==> src/rtl/sram_arbiter_if.sv <==
// rtl/sram_arbiter_if.sv - requester and SRAM-controller signal bundle for sram_arbiter
interface sram_arbiter_if #(
    parameter int ADDR_W = 32,
    parameter int DATA_W = 32
);
    logic              p0_req;
    logic              p0_we;
    logic [ADDR_W-1:0] p0_addr;
    logic [DATA_W-1:0] p0_wdata;
    logic [DATA_W-1:0] p0_rdata;
    logic              p0_ack;
    logic              p0_err;

    logic              p1_req;
    logic              p1_we;
    logic [ADDR_W-1:0] p1_addr;
    logic [DATA_W-1:0] p1_wdata;
    logic [DATA_W-1:0] p1_rdata;
    logic              p1_ack;
    logic              p1_err;

    logic              mem_wr_en;
    logic              mem_rd_en;
    logic [ADDR_W-1:0] mem_address;
    logic [DATA_W-1:0] mem_write_data;
    logic [DATA_W-1:0] mem_read_data;
    logic              mem_ready;

    logic              busy;
    logic              grant;

    // Arbiter side
    modport slave (
        input  p0_req, p0_we, p0_addr, p0_wdata,
        input  p1_req, p1_we, p1_addr, p1_wdata,
        input  mem_read_data, mem_ready,
        output p0_rdata, p0_ack, p0_err,
        output p1_rdata, p1_ack, p1_err,
        output mem_wr_en, mem_rd_en, mem_address, mem_write_data,
        output busy, grant
    );

    // Requesters plus controller side
    modport master (
        output p0_req, p0_we, p0_addr, p0_wdata,
        output p1_req, p1_we, p1_addr, p1_wdata,
        output mem_read_data, mem_ready,
        input  p0_rdata, p0_ack, p0_err,
        input  p1_rdata, p1_ack, p1_err,
        input  mem_wr_en, mem_rd_en, mem_address, mem_write_data,
        input  busy, grant
    );
endinterface

==> src/rtl/sram_arbiter.sv <==
// rtl/sram_arbiter.sv - two-port SRAM controller arbiter with timeout; ARB_FIXED_PRIO_EN selects fixed port-0 priority
module sram_arbiter #(
    parameter int ADDR_W      = 32,
    parameter int DATA_W      = 32,
    parameter int TIMEOUT_CYC = 64
) (
    input  logic          clk,
    input  logic          rst,
    sram_arbiter_if.slave bus
);
    localparam int CNT_W = 16;

    typedef enum logic [1:0] {
        S_IDLE = 2'd0,
        S_BUSY = 2'd1,
        S_RESP = 2'd2
    } state_t;

    state_t            state_q, state_d;
    logic              we_q, we_d;
    logic [ADDR_W-1:0] addr_q, addr_d;
    logic [DATA_W-1:0] wdata_q, wdata_d;
    logic              grant_q, grant_d;
    logic [CNT_W-1:0]  cnt_q, cnt_d;
    logic              wr_en_q, wr_en_d;
    logic              rd_en_q, rd_en_d;
    logic              busy_q, busy_d;
    logic [DATA_W-1:0] p0_rdata_q, p0_rdata_d;
    logic [DATA_W-1:0] p1_rdata_q, p1_rdata_d;
    logic              p0_ack_q, p0_ack_d;
    logic              p1_ack_q, p1_ack_d;
    logic              p0_err_q, p0_err_d;
    logic              p1_err_q, p1_err_d;
`ifndef ARB_FIXED_PRIO_EN
    logic              last_q, last_d;
`endif

    logic              winner;
    logic              win_we;
    logic              done;
    logic              timeout;

    always_comb begin
`ifdef ARB_FIXED_PRIO_EN
        winner = ~bus.p0_req;
`else
        // On contention the port that was not served last goes first.
        winner = (bus.p0_req && bus.p1_req) ? ~last_q : ~bus.p0_req;
`endif
        win_we  = winner ? bus.p1_we : bus.p0_we;
        done    = bus.mem_ready;
        timeout = (cnt_q == CNT_W'(TIMEOUT_CYC - 1));
    end

    always_comb begin
        state_d    = state_q;
        we_d       = we_q;
        addr_d     = addr_q;
        wdata_d    = wdata_q;
        grant_d    = grant_q;
        cnt_d      = cnt_q;
        wr_en_d    = wr_en_q;
        rd_en_d    = rd_en_q;
        busy_d     = busy_q;
        p0_rdata_d = p0_rdata_q;
        p1_rdata_d = p1_rdata_q;
        p0_ack_d   = 1'b0;
        p1_ack_d   = 1'b0;
        p0_err_d   = 1'b0;
        p1_err_d   = 1'b0;
`ifndef ARB_FIXED_PRIO_EN
        last_d     = last_q;
`endif

        case (state_q)
            S_IDLE: begin
                if (bus.p0_req || bus.p1_req) begin
                    state_d = S_BUSY;
                    we_d    = win_we;
                    addr_d  = winner ? bus.p1_addr  : bus.p0_addr;
                    wdata_d = winner ? bus.p1_wdata : bus.p0_wdata;
                    grant_d = winner;
`ifndef ARB_FIXED_PRIO_EN
                    last_d  = winner;
`endif
                    cnt_d   = '0;
                    wr_en_d = win_we;
                    rd_en_d = ~win_we;
                    busy_d  = 1'b1;
                end
            end

            S_BUSY: begin
                cnt_d = cnt_q + CNT_W'(1);
                // Enables must drop on the completion edge, or the controller
                // starts a second access from its idle state.
                if (done || timeout) begin
                    state_d = S_RESP;
                    wr_en_d = 1'b0;
                    rd_en_d = 1'b0;
                    if (grant_q) begin
                        p1_ack_d = 1'b1;
                        p1_err_d = ~done;
                    end else begin
                        p0_ack_d = 1'b1;
                        p0_err_d = ~done;
                    end
                    if (done && !we_q) begin
                        if (grant_q) begin
                            p1_rdata_d = bus.mem_read_data;
                        end else begin
                            p0_rdata_d = bus.mem_read_data;
                        end
                    end
                end
            end

            S_RESP: begin
                state_d = S_IDLE;
                busy_d  = 1'b0;
            end

            default: begin
                state_d = S_IDLE;
                wr_en_d = 1'b0;
                rd_en_d = 1'b0;
                busy_d  = 1'b0;
            end
        endcase
    end

    always_ff @(posedge clk or posedge rst) begin
        if (rst) begin
            state_q    <= S_IDLE;
            we_q       <= 1'b0;
            addr_q     <= '0;
            wdata_q    <= '0;
            grant_q    <= 1'b0;
            cnt_q      <= '0;
            wr_en_q    <= 1'b0;
            rd_en_q    <= 1'b0;
            busy_q     <= 1'b0;
            p0_rdata_q <= '0;
            p1_rdata_q <= '0;
            p0_ack_q   <= 1'b0;
            p1_ack_q   <= 1'b0;
            p0_err_q   <= 1'b0;
            p1_err_q   <= 1'b0;
`ifndef ARB_FIXED_PRIO_EN
            last_q     <= 1'b1;
`endif
        end else begin
            state_q    <= state_d;
            we_q       <= we_d;
            addr_q     <= addr_d;
            wdata_q    <= wdata_d;
            grant_q    <= grant_d;
            cnt_q      <= cnt_d;
            wr_en_q    <= wr_en_d;
            rd_en_q    <= rd_en_d;
            busy_q     <= busy_d;
            p0_rdata_q <= p0_rdata_d;
            p1_rdata_q <= p1_rdata_d;
            p0_ack_q   <= p0_ack_d;
            p1_ack_q   <= p1_ack_d;
            p0_err_q   <= p0_err_d;
            p1_err_q   <= p1_err_d;
`ifndef ARB_FIXED_PRIO_EN
            last_q     <= last_d;
`endif
        end
    end

    assign bus.mem_wr_en      = wr_en_q;
    assign bus.mem_rd_en      = rd_en_q;
    assign bus.mem_address    = addr_q;
    assign bus.mem_write_data = wdata_q;
    assign bus.p0_rdata       = p0_rdata_q;
    assign bus.p1_rdata       = p1_rdata_q;
    assign bus.p0_ack         = p0_ack_q;
    assign bus.p1_ack         = p1_ack_q;
    assign bus.p0_err         = p0_err_q;
    assign bus.p1_err         = p1_err_q;
    assign bus.busy           = busy_q;
    assign bus.grant          = grant_q;
endmodule

==> src/flat_wrapper.sv <==
// flat-port wrapper written by rule: the top's interface ports become plain ports
module sram_arbiter_flat 
#(
    parameter int ADDR_W      = 32,
    parameter int DATA_W      = 32,
    parameter int TIMEOUT_CYC = 64
)
  (clk, rst, bus_p0_req, bus_p0_we, bus_p0_addr, bus_p0_wdata, bus_p1_req, bus_p1_we, bus_p1_addr, bus_p1_wdata, bus_mem_read_data, bus_mem_ready, bus_p0_rdata, bus_p0_ack, bus_p0_err, bus_p1_rdata, bus_p1_ack, bus_p1_err, bus_mem_wr_en, bus_mem_rd_en, bus_mem_address, bus_mem_write_data, bus_busy, bus_grant);
  sram_arbiter_if #(.ADDR_W(ADDR_W), .DATA_W(DATA_W)) bus_i ();
  input  logic clk;
  input  logic rst;
  input wire logic [$bits(bus_i.p0_req)-1:0] bus_p0_req;
  input wire logic [$bits(bus_i.p0_we)-1:0] bus_p0_we;
  input wire logic [$bits(bus_i.p0_addr)-1:0] bus_p0_addr;
  input wire logic [$bits(bus_i.p0_wdata)-1:0] bus_p0_wdata;
  input wire logic [$bits(bus_i.p1_req)-1:0] bus_p1_req;
  input wire logic [$bits(bus_i.p1_we)-1:0] bus_p1_we;
  input wire logic [$bits(bus_i.p1_addr)-1:0] bus_p1_addr;
  input wire logic [$bits(bus_i.p1_wdata)-1:0] bus_p1_wdata;
  input wire logic [$bits(bus_i.mem_read_data)-1:0] bus_mem_read_data;
  input wire logic [$bits(bus_i.mem_ready)-1:0] bus_mem_ready;
  output wire logic [$bits(bus_i.p0_rdata)-1:0] bus_p0_rdata;
  output wire logic [$bits(bus_i.p0_ack)-1:0] bus_p0_ack;
  output wire logic [$bits(bus_i.p0_err)-1:0] bus_p0_err;
  output wire logic [$bits(bus_i.p1_rdata)-1:0] bus_p1_rdata;
  output wire logic [$bits(bus_i.p1_ack)-1:0] bus_p1_ack;
  output wire logic [$bits(bus_i.p1_err)-1:0] bus_p1_err;
  output wire logic [$bits(bus_i.mem_wr_en)-1:0] bus_mem_wr_en;
  output wire logic [$bits(bus_i.mem_rd_en)-1:0] bus_mem_rd_en;
  output wire logic [$bits(bus_i.mem_address)-1:0] bus_mem_address;
  output wire logic [$bits(bus_i.mem_write_data)-1:0] bus_mem_write_data;
  output wire logic [$bits(bus_i.busy)-1:0] bus_busy;
  output wire logic [$bits(bus_i.grant)-1:0] bus_grant;
  assign bus_i.p0_req = bus_p0_req;
  assign bus_i.p0_we = bus_p0_we;
  assign bus_i.p0_addr = bus_p0_addr;
  assign bus_i.p0_wdata = bus_p0_wdata;
  assign bus_i.p1_req = bus_p1_req;
  assign bus_i.p1_we = bus_p1_we;
  assign bus_i.p1_addr = bus_p1_addr;
  assign bus_i.p1_wdata = bus_p1_wdata;
  assign bus_i.mem_read_data = bus_mem_read_data;
  assign bus_i.mem_ready = bus_mem_ready;
  assign bus_p0_rdata = bus_i.p0_rdata;
  assign bus_p0_ack = bus_i.p0_ack;
  assign bus_p0_err = bus_i.p0_err;
  assign bus_p1_rdata = bus_i.p1_rdata;
  assign bus_p1_ack = bus_i.p1_ack;
  assign bus_p1_err = bus_i.p1_err;
  assign bus_mem_wr_en = bus_i.mem_wr_en;
  assign bus_mem_rd_en = bus_i.mem_rd_en;
  assign bus_mem_address = bus_i.mem_address;
  assign bus_mem_write_data = bus_i.mem_write_data;
  assign bus_busy = bus_i.busy;
  assign bus_grant = bus_i.grant;
  sram_arbiter #(.ADDR_W(ADDR_W), .DATA_W(DATA_W), .TIMEOUT_CYC(TIMEOUT_CYC)) u_core (.clk(clk), .rst(rst), .bus(bus_i));
endmodule
==> config.mk <==
export PLATFORM = sky130hd
export DESIGN_NAME = sram_arbiter_flat
export DESIGN_NICKNAME = d
export VERILOG_FILES = /design/src/rtl/sram_arbiter_if.sv /design/src/rtl/sram_arbiter.sv /design/src/flat_wrapper.sv
export SDC_FILE = /design/constraint.sdc
export NUM_CORES = 1
export LEC_CHECK = 0
export ABC_AREA = 1
export CORE_MARGIN = 8
export CORE_UTILIZATION = 40
export DETAILED_ROUTE_END_ITERATION = 16
export HOLD_SLACK_MARGIN = 0.03
export PLACE_DENSITY = 0.78
export RECOVER_POWER = 100
export SYNTH_ARGS = -nofsm -noshare
export SYNTH_HDL_FRONTEND = slang
export SYNTH_SLANG_ARGS = --single-unit
==> constraint.sdc <==
create_clock -name clk -period 6 [get_ports clk]
set_input_delay 0.6 -clock clk [delete_from_list [all_inputs] [get_ports clk]]
set_output_delay 0.6 -clock clk [all_outputs]
set_load 0.02 [all_outputs]
# After elaboration in Yosys (flattened, before gate mapping)
# Index checks and enable logic that the tools add are counted.
[totals]
reg_bits = 156
latch_bits = 0
mem_bits_rw = 0
romBits = 0
inputBits = 167
out_inout_bits = 136
word_cells = 71
n_memories = 0
[classes]
n_addsub = 1
multipliers = 0
div_mod_pow = 0
order_cmp = 0
n_eq_ne = 5
shift = 0
mux = 28
n_bitwise = 7
reduce_logical = 14
[op_table]
columns = ["op", "count"]
rows = [
  ["2-to-1 mux 32 bit", 2],
  ["case mux 16 bit (2 select lines)", 1],
  ["2-to-1 mux 1 bit", 18],
  ["adder 16 x 1 -> 16 bit, second input constant", 1],
  ["== test 16 x 6 -> 1 bit, second input constant", 1],
  ["2-to-1 mux 16 bit", 1],
  ["AND reduction 2 bit", 4],
  ["AND reduction 4 bit", 2],
  ["inverter 1 bit", 7],
  ["case mux 1 bit (3 select lines)", 2],
  ["2-to-1 mux 2 bit", 2],
  ["inequality test 2 x 1 -> 1 bit, second input constant", 2],
  ["case mux 2 bit (2 select lines)", 1],
  ["AND reduction 3 bit", 1],
  ["== test 2 x 1 -> 1 bit, second input constant", 1],
  ["== test 2 bit, second input constant", 1],
  ["logical AND 1 bit", 2],
  ["logical NOT 2 bit", 1],
  ["logical OR 1 bit", 2],
  ["case mux 1 bit (2 select lines)", 1],
  ["nonzero test 2 bit", 1],
  ["logical NOT 1 bit", 1],
]

# Longest topological paths before layout
# Gate-level depths: netlist of run 1.
[logic_depth]
depth_word = 6
depth_mapped = 9
depth_no_buf = 9

# Worst setup path before layout of run 1
# Ideal clock, no wire load.
[synth_path]
path_kind = "input port to flip-flop"
start = "in bus_p1_req"
end = "reg u_core.wdata_q[19] (netlist: u_core.bus.mem_write_data[19])"
setup_ps = 122
arrival_time_ps = 1263
required_ps = 5878
slack_ps = 4615
path_stages = 7
n_path_buf = 2
path_cell_list = "nand2_1 -> nand2_1 -> inv_1 -> buf_2 -> buf_2 -> o21ai_0 -> o21ai_1"
[synth_via]
elab_chain_len = 3
word_cells_on_any_way = 5
cone_classes = "mux: 2; reduce/logical: 3"
[synth_rtl]
columns = ["element", "line", "text"]
rows = [
  ["start: declaration", "flat_wrapper.sv:16", "input wire logic [$bits(bus_i.p1_req)-1:0] bus_p1_req;"],
  ["logical AND 1 bit", "sram_arbiter.sv:48", "winner = (bus.p0_req && bus.p1_req) ? ~last_q : ~bus.p0_req;"],
  ["2-to-1 mux 1 bit", "sram_arbiter.sv:48", ""],
  ["2-to-1 mux 32 bit", "sram_arbiter.sv:81", "wdata_d = winner ? bus.p1_wdata : bus.p0_wdata;"],
  ["end signal: assignment", "sram_arbiter.sv:156", "wdata_q <= wdata_d;"],
  ["end: declaration", "sram_arbiter.sv:22", "logic [DATA_W-1:0] wdata_q, wdata_d;"],
]
# Several ways; a longest one is shown, not always the timed one.
# A chain may end at the register's enable or synchronous reset.

# Final worst setup path of run 1
[layout_path]
start = "in bus_p0_req"
end = "reg u_core.cnt_q[1]"
[layout_via]
elab_chain_len = 3
[layout_rtl]
columns = ["element", "line", "text"]
rows = [
  ["start: declaration", "flat_wrapper.sv:12", "input wire logic [$bits(bus_i.p0_req)-1:0] bus_p0_req;"],
  ["logical OR 1 bit", "sram_arbiter.sv:77", "if (bus.p0_req || bus.p1_req) begin"],
  ["inequality test 2 x 1 -> 1 bit (no line)", "n/a", ""],
  ["AND reduction 2 bit (no line)", "n/a", ""],
  ["end signal: assignment", "sram_arbiter.sv:158", "cnt_q <= cnt_d;"],
  ["end: declaration", "sram_arbiter.sv:24", "logic [CNT_W-1:0] cnt_q, cnt_d;"],
]
# No other way between the ends.

==> results of run 1 <==
cell families (layout without fill, tap and decap cells):
family,after synthesis,count (layout)
AOI/OAI and AO/OA,214,214
xor gates and xnor gates,2,2
adders and majority gates,1,1
buffers and inverters,105,401
DFF,156,156
and+or+nand+nor,296,296
area by class of cell:
class	count	area, um^2
tap	220	275
clock buffer	17	425
inverter	62	238
sequential	156	3910
clock inverter	15	206
multi-input combinational	513	2300
fill	1355	6110
timing repair buffer	307	3060
cell usage after synthesis:
master / instances / share of area (%)
o22ai_1: 1 / 0.093
o21ai_0: 72 / 5.4
o21ai_1: 133 / 9.9
xor2_1: 2 / 0.26
dfstp_2: 1 / 0.39
inv_1: 58 / 3.2
buf_4: 1 / 0.11
ha_1: 1 / 0.19
nand4_2: 1 / 0.19
nor2_1: 90 / 5.0
o21ai_2: 1 / 0.13
nor2_4: 1 / 0.17
a22o_1: 1 / 0.13
clkbuf_1: 6 / 0.34
a21oi_1: 4 / 0.30
nand4_1: 4 / 0.37
nor2_8: 1 / 0.30
nand2_1: 184 / 10
a31oi_1: 1 / 0.093
a22oi_1: 1 / 0.11
inv_2: 4 / 0.22
buf_6: 8 / 1.3
nand3_1: 11 / 0.82
buf_2: 28 / 2.1
dfrtp_1: 155 / 58
nand4_4: 2 / 0.63
nor2_2: 2 / 0.19
state kept, by name, summed over array words and instances (netlist names):
| signal | count |
|---|---|
| u_core.bus.mem_address | 32 |
| u_core.bus.mem_write_data | 32 |
| u_core.state_q | 2 |
| u_core.bus.p0_rdata | 32 |
| u_core.bus.mem_wr_en | 1 |
| u_core.we_q | 1 |
| u_core.bus.mem_rd_en | 1 |
| u_core.bus.busy | 1 |
| u_core.bus.grant | 1 |
| u_core.bus.p1_ack | 1 |
| u_core.bus.p1_rdata | 32 |
| u_core.last_q | 1 |
| u_core.bus.p0_ack | 1 |
| u_core.cnt_q | 16 |
| u_core.bus.p0_err | 1 |
| u_core.bus.p1_err | 1 |
metrics by stage:
stage	area (um^2)	instances	total power [mW]	setup slack, ns	hold slack (ns)
floorplan	6720	774	3.08	1.20	0.472
global placement	9800	1258	4.25	3.24	0.459
detailed placement	9800	1258	4.29	3.24	0.467
CTS	10400	1290	5.47	3.68	0.485
global route	10400	1290	5.49	1.86	0.490
finish	10400	1290	5.18	2.11	0.474
cells in the final DEF (no fill, tap or decap), drive strengths merged:
master | Yosys | layout
a21oi | 4 | 4
a22o | 1 | 1
a22oi | 1 | 1
a31oi | 1 | 1
buf | 37 | 4
bufinv | 0 | 3
clkbuf | 6 | 18
clkdlybuf4s50 | 0 | 164
clkinv | 0 | 5
clkinvlp | 0 | 1
dfrtp | 155 | 155
dfstp | 1 | 1
dlygate4sd3 | 0 | 138
ha | 1 | 1
inv | 62 | 68
nand2 | 184 | 184
nand3 | 11 | 11
nand4 | 7 | 7
nor2 | 94 | 94
o21ai | 206 | 206
o22ai | 1 | 1
xor2 | 2 | 2
worst max-delay path: cells and delay by family:
family / cells / cell delay, ns
compound gates: 2 / 0.45
buf+inv: 2 / 2.52
simple gates: 2 / 0.60
final timing paths:
kind / startpoint / endpoint / slack (ns)
max: bus_p0_req / u_core.cnt_q[1] / 2.11
min: u_core.bus.mem_rd_en / u_core.bus.mem_rd_en / 0.47
max reg2reg: u_core.state_q[1] / u_core.cnt_q[1] / 2.44
min reg2reg: u_core.bus.mem_rd_en / u_core.bus.mem_rd_en / 0.47
max in group asynchronous: rst / u_core.bus.mem_address[1] / 3.83
min in group asynchronous: rst / u_core.bus.p0_rdata[31] / 0.85
routing by layer:
| metal | vias up | share of wire [%] |
|---|---|---|
| li1 | 3081 | - |
| met1 | 2941 | 39 |
| met2 | 197 | 51 |
| met3 | 33 | 6.8 |
| met4 | 0 | 2.8 |
| met5 | - | 0 |
where the power goes:
| group | internal [mW] | switching (mW) | total [mW] |
|---|---|---|---|
| registers | 1.50 | 0.234 | 1.74 |
| clock network | 0.672 | 0.479 | 1.15 |
| logic | 0.909 | 1.38 | 2.29 |
| total | 3.08 | 2.09 | 5.18 |
==> results.toml, run 1 <==
[timing]
relSlewSlack_pct = -82.9
skew_ns = 0.0133
tightest_slew_ns = 2.74
rsz0062_at_grt = "false"
period_minus_slack_ns = 3.89
hold_violations = 0
fmax_ghz = 0.257
period_share_pct = 64.9
slew_viol_final = 96
setup_tns_ns = 0
setup_violations = 0

[hold_path]
hold_depth = 2
min-delay-path-class = "flop to flop"

[power_and_ir_drop]
power_density_nw_per_um2 = 497
ir_drop_mv = 0.249
p_leak_nw = 4.84

[synthesis]
syn_inst = 774
synthSimpleGateAreaFrac_pct = 18.0
avgSynthCellArea_um2 = 8.68
synth_mux_area_share_pct = 0
synth.net_count = 942
ys_warn_count = 0
seq_area_frac_synth_pct = 58.1
synth.distinct_cells = 27
netlist_area_um2 = 6720
synth_top_family_by_area = "simple AND/OR/NAND/NOR gates"
synthAdderAreaFrac_pct = 0.186
synth_seq_cells = 156
synth_xor_xnor_area_share_pct = 0.261
synth_compound_gate_area_share_pct = 16.1

[setup_path]
crit_slowest_cell = "clkbuf_1"
arrival_ns = 4.19
r2r_cells = 6
end_kind = "flop"
critical_path.max_stage_delay_ns = 1.93
crit_type = "primary input to flop"
cp_max_fo = 73
start_kind = "primary input"
path_cells = "dlygate4sd3_1 > o21ai_2 > nor2_4 > clkbuf_1 > nor2_1 > a22o_1"
critPathRequiredTime_ns = 6.30

[floorplanning]
initial_utilization_pct = 40.7
io_pins = 303
core_um2 = 16500
die_area_um2 = 21200
std_cell_rows = 47
fp.dieW_um = 146
die_h_um = 146

[outcome]
status = "complete, but fails checks"
violations = "capacitance limit, slew limit"

[global_routing]
grt_max_degree = 104
grt_pass1_vias = 6348
antenna_found_initial = 0
grt_util_met2_pct = 35.7
grt_pass1_wl_um = 35400
overflow = 0
grt.total_usage_pct = 21.0
grt_util_met1_pct = 23.6
gr-usage-met3_pct = 7.56
busiest_layer = "met2"

[cts]
hold_buffers = 0
cts_root_buf = "clkbuf_16"
cts_setup_buffers = 0
clk_path_buf_depth = 2
cts.clk_slew.worst_paths_ns = 0.06
clock_latency_ns = 0.43
h-tree-depth = 4
cts_tree = "yes"
cts_resized = 0
cts.sinks = 156
numCtsBuffers = 17

[finish]
n_antenna_cell = 0
area.growth.synth_to_final_pct = 55.0
final_nets = 1225
fin_util_pct = 63.0
drive_above_1_share_pct = 4.58

[drt]
drc = 0
wl_per_cell_um = 17.1
num_vias = 6252
firstDrtPassIters = 4
drt-initial-drc-count = 514
antenna_left = 0
drt-total-wl_um = 22100
vias_per_cell = 4.85

[job]
maxCapViolations = 2

[placement]
place_congestion = 0.863
port_buffers = 302
dp_hpwl_um = 15800
No activity file was read; power rests on OpenSTA's default activity.
==> run 2: changes to the inputs <==
--- a/config.mk
+++ b/config.mk
@@ -7,7 +7,7 @@
 export LEC_CHECK = 0
 export ABC_AREA = 1
 export CORE_MARGIN = 8
-export CORE_UTILIZATION = 40
+export CORE_UTILIZATION = 38
 export DETAILED_ROUTE_END_ITERATION = 16
 export HOLD_SLACK_MARGIN = 0.03
 export PLACE_DENSITY = 0.78
==> constraint.sdc (replaced) <==
create_clock -name clk -period 3.37 [get_ports clk]
set_input_delay 0.337 -clock clk [delete_from_list [all_inputs] [get_ports clk]]
set_output_delay 0.337 -clock clk [all_outputs]
set_load 0.02 [all_outputs]
==> results.toml, run 2 (synthesis gave the netlist of run 1 again) <==
[setup_path]
crit_type = "flop to flop"
cp_max_fo = 50
r2r_start = "u_core.state_q[1]"
end_kind = "flop"
arrival_ns = 2.93
reg2reg_to = "u_core.cnt_q[9]"
r2r_cells = 7
r2r_slack_ns = 0.77
start_kind = "flop"
critPathRequiredTime_ns = 3.70

[cts]
clk_path_buf_depth = 2
cts_setup_buffers = 0
numCtsBuffers = 17
cts_tree = "yes"
clock_latency_ns = 0.42
h-tree-depth = 4
cts_resized = 0
cts_root_buf = "clkbuf_16"
cts.sinks = 156
hold_buffers = 0
cts.clk_slew.worst_paths_ns = 0.06

[finish]
final_common_cell = "o21ai_0"
n_antenna_cell = 0
layout_common_cells = "o21ai_0 (199), nand2_1 (183), clkdlybuf4s50_1 (165), dfrtp_1 (155), dlygate4sd3_1 (137)"
final_nets = 1228
area.growth.synth_to_final_pct = 55.8
fin_area_um2 = 10500
drive_above_1_share_pct = 4.94
fin_util_pct = 60.5

[global_routing]
antenna_found_initial = 0
grt_max_degree = 73
grt.total_usage_pct = 20.5
grt_pass1_vias = 6298
grt_pass1_wl_um = 35300
overflow = 0

[floorplanning]
io_pins = 303
die_h_um = 149
initial_utilization_pct = 38.8
fp.dieW_um = 149
std_cell_rows = 48
die_area_um2 = 22200
core_um2 = 17300

[placement]
place_congestion = 0.855
dp_hpwl_um = 16600
place_ws_ns = 1.18
port_buffers = 302
postPlaceCellArea_um2 = 9880

[power_and_ir_drop]
p_sw_share_pct = 40.3
power_density_nw_per_um2 = 876
p_seq_share_pct = 33.8
internal-power_mw = 5.47
power.switching_mw = 3.70
p_leak_nw = 4.85
power_frac_comb_pct = 44.5
pwr-share-clk_pct = 21.6
ir_drop_mv = 0.427

[timing]
fmax_ghz = 0.385
fin_ws_ns = 0.770
rsz0062_at_grt = "false"
setup_violations = 0
slew_viol_final = 39
tightest_slew_ns = 2.02
period_minus_slack_ns = 2.60
hold_violations = 0
skew_ns = 0.0120
period_share_pct = 77.1
setup_tns_ns = 0
relSlewSlack_pct = -35.7

[drt]
vias_per_cell = 4.80
wl_per_cell_um = 17.4
antenna_left = 0
drt-initial-drc-count = 485
num_vias = 6226
drc = 0
firstDrtPassIters = 6
drt-total-wl_um = 22600

[hold_path]
worstHoldEndpoint = "u_core.bus.p0_rdata[23]"
hp-start = "u_core.bus.p0_rdata[23]"
hold_depth = 2
min-delay-path-class = "flop to flop"

[outcome]
status = "complete, but fails checks"
violations = "capacitance limit, slew limit"

[job]
maxCapViolations = 1
## run 2: routing by layer
layer	track usage, %	part of all wire, %
met1	23.3	38
met3	4.73	5.3
met5	0	0
met2	35.0	52
met4	11.4	4.4
## run 2: area by class of cell
class | count | area, um^2
multi-input combinational | 513 | 2320
clock inverter | 15 | 185
inverter | 62 | 234
sequential | 156 | 3910
tap | 225 | 282
fill | 1503 | 6830
clock buffer | 17 | 425
timing repair buffer | 310 | 3120
## run 2: metrics by stage
| stage | total power, mW | hold WS [ns] | cells |
|---|---|---|---|
| floorplan | 5.48 | 0.472 | 774 |
| global placement | 7.60 | 0.471 | 1266 |
| detailed placement | 7.68 | 0.477 | 1266 |
| CTS | 9.72 | 0.455 | 1298 |
| global route | 9.73 | 0.467 | 1298 |
| finish | 9.17 | 0.474 | 1298 |
## run 2: power by group through the flow
stage                     combinational, mW  clock [mW]  sequential [mW]
after CTS                              4.55        2.03             3.14
final                                  4.09        1.98             3.10
after floorplan                        1.44           0             4.04
after global placement                 4.47           0             3.13
after detailed placement               4.53           0             3.15
after global routing                   4.43        2.11             3.20
## run 2: how the worst max path moves through the flow
stage / start / to / cells after the start
floorplan: rst / u_core.bus.busy / 1
global placement: bus_p1_req / u_core.bus.mem_address[11] / 7
detailed placement: bus_p0_req / u_core.bus.mem_write_data[1] / 6
CTS: u_core.state_q[1] / u_core.bus.p0_rdata[27] / 3
global route: u_core.state_q[1] / u_core.cnt_q[15] / 9
finish: u_core.state_q[1] / u_core.cnt_q[9] / 7
## run 2: worst max-delay path, cell delays in order (launching register included)
cell	delay (ns)
dfrtp_1	0.45
inv_2	0.08
o21ai_2	0.10
nor2_4	0.04
inv_1	0.58
clkbuf_2	0.95
nand2_1	0.08
o21ai_0	0.21
==> run 3: changes to the inputs <==
==> constraint.sdc (replaced) <==
create_clock -name clk -period 2.35 [get_ports clk]
set_input_delay 0.235 -clock clk [delete_from_list [all_inputs] [get_ports clk]]
set_output_delay 0.235 -clock clk [all_outputs]
set_load 0.02 [all_outputs]
==> results.toml, run 3 (synthesis gave the netlist of run 1 again) <==
[outcome]
status = "finished, final reports clean"

[drt]
drt-total-wl_um = 22800
antenna_left = 0
drc = 0
vias_per_cell = 4.84
wl_per_cell_um = 17.4
drt-initial-drc-count = 354
num_vias = 6349
firstDrtPassIters = 6

[floorplanning]
core_um2 = 17300
std_cell_rows = 48
die_area_um2 = 22200
initial_utilization_pct = 38.8
die_h_um = 149
io_pins = 303
fp.dieW_um = 149

[power_and_ir_drop]
ir_drop_mv = 0.648
power.switching_mw = 5.35
power_density_nw_per_um2 = 1250
p_seq_share_pct = 33.7
power.total_mw = 13.2
internal-power_mw = 7.83
power_frac_comb_pct = 45.3
p_sw_share_pct = 40.6
pwr-share-clk_pct = 21.0
p_leak_nw = 4.90

[placement]
dp_cells = 1279
postPlaceCellArea_um2 = 10000
place_ws_ns = 0.353
dp_hpwl_um = 17200
port_buffers = 302
place_congestion = 0.883

[setup_path]
cp_max_fo = 25
critical-path-top-delay-family = "buffers and inverters"
crit_buf_inv = 3
path_depth = 7
arrival_ns = 2.33
r2r_slack_ns = 0.37
r2r_start = "u_core.last_q"
crit_slowest_cell = "dfstp_2"
critPathLaunch = "u_core.last_q"
critical_path.max_stage_delay_ns = 0.51
path_cells = "inv_1 > nand2_1 > nand2_2 > inv_1 > clkbuf_2 > o21ai_0 > o21ai_0"
critPathCapture = "u_core.bus.mem_write_data[7]"
reg2reg_to = "u_core.bus.mem_write_data[7]"
end_kind = "flop"
start_kind = "flop"
critPathRequiredTime_ns = 2.69
r2r_cells = 7
crit_type = "flop to flop"

[timing]
fin_ws_ns = 0.369
skew_ns = 0.0118
setup_violations = 0
period_minus_slack_ns = 1.98
slew_viol_final = 0
rsz0062_at_grt = "false"
tightest_slew_ns = 1.11
hold_violations = 0
holdWs_ns = 0.376
period_share_pct = 84.3
fmax_ghz = 0.505
setup_tns_ns = 0
relSlewSlack_pct = 25.3

[cts]
cts_root_buf = "clkbuf_16"
cts_resized = 0
cts_setup_buffers = 0
cts_tree = "yes"
h-tree-depth = 4
clock_latency_ns = 0.42
clk_path_buf_depth = 2
cts.clk_slew.worst_paths_ns = 0.07
cts.sinks = 156
hold_buffers = 0
numCtsBuffers = 17

[job]
maxCapViolations = 0

[hold_path]
min-delay-path-class = "primary input to flop"

[global_routing]
grt_max_degree = 67
grt_pass1_wl_um = 35700
overflow = 0
grt.total_usage_pct = 20.6
antenna_found_initial = 1
grt_pass1_vias = 6447

[finish]
layout_common_cells = "o21ai_0 (187), nand2_1 (183), clkdlybuf4s50_1 (165), dfrtp_1 (155), dlygate4sd3_1 (137)"
drive_above_1_share_pct = 5.16
final_cells = 1312
fin_util_pct = 60.8
fin_area_um2 = 10500
area.growth.synth_to_final_pct = 56.5
final_nets = 1241
final_common_cell = "o21ai_0"
[run 3: changes by cell type in the layout (fill, tap and decap cells not counted), moves of 2 or more]
cell	delta
buf_12	+2
o21ai_1	+13
o21ai_0	-12
clkbuf_1	+5
inv_2	-3
clkinv_4	+2
clkbuf_2	+3
inv_6	-2
buf_4	+3
nand4_4	-2
inv_1	+3
[run 3: final cells by class]
cell class	count	area, um^2
tap	225	282
antenna	1	2.50
multi-input combinational	513	2290
clock inverter	15	164
sequential	156	3910
timing repair buffer	323	3210
clock buffer	17	425
inverter	62	234
fill	1513	6780
[run 3: worst min-delay path by stage]
stage | start | end | slack [ns] | depth (start not counted)
final | bus_mem_read_data[8] | u_core.bus.p0_rdata[8] | 0.38 | 3
after global routing | bus_mem_read_data[24] | u_core.bus.p0_rdata[24] | 0.38 | 3
after CTS | rst | u_core.cnt_q[2] | 0.29 | 2
after detailed placement | u_core.bus.mem_wr_en | u_core.bus.mem_wr_en | 0.46 | 2
after global placement | u_core.bus.busy | u_core.bus.busy | 0.46 | 2
after floorplan | bus_mem_read_data[29] | u_core.bus.p0_rdata[29] | 0.39 | 2
[run 3: worst register-to-register path, stage by stage, from the launching register on]
cell      delay [ns]
dfstp_2         0.51
inv_1           0.07
nand2_1         0.08
nand2_2         0.05
inv_1           0.49
clkbuf_2        0.42
o21ai_0         0.13
o21ai_0         0.17
[run 3: power groups by stage]
stage,clock [mW],sequential (mW),combinational [mW]
finish,2.76,4.45,5.97
global route,2.91,4.58,6.48
CTS,2.82,4.50,6.66
detailed placement,0,4.51,6.64
global placement,0,4.48,6.53
floorplan,0,5.79,2.07
[run 3: per-layer routing]
layer / GRT usage (%) / part of all wire, %
met1: 22.8 / 37
met2: 35.3 / 52
met3: 5.55 / 5.7
met4: 11.6 / 4.8
met5: 0 / 0
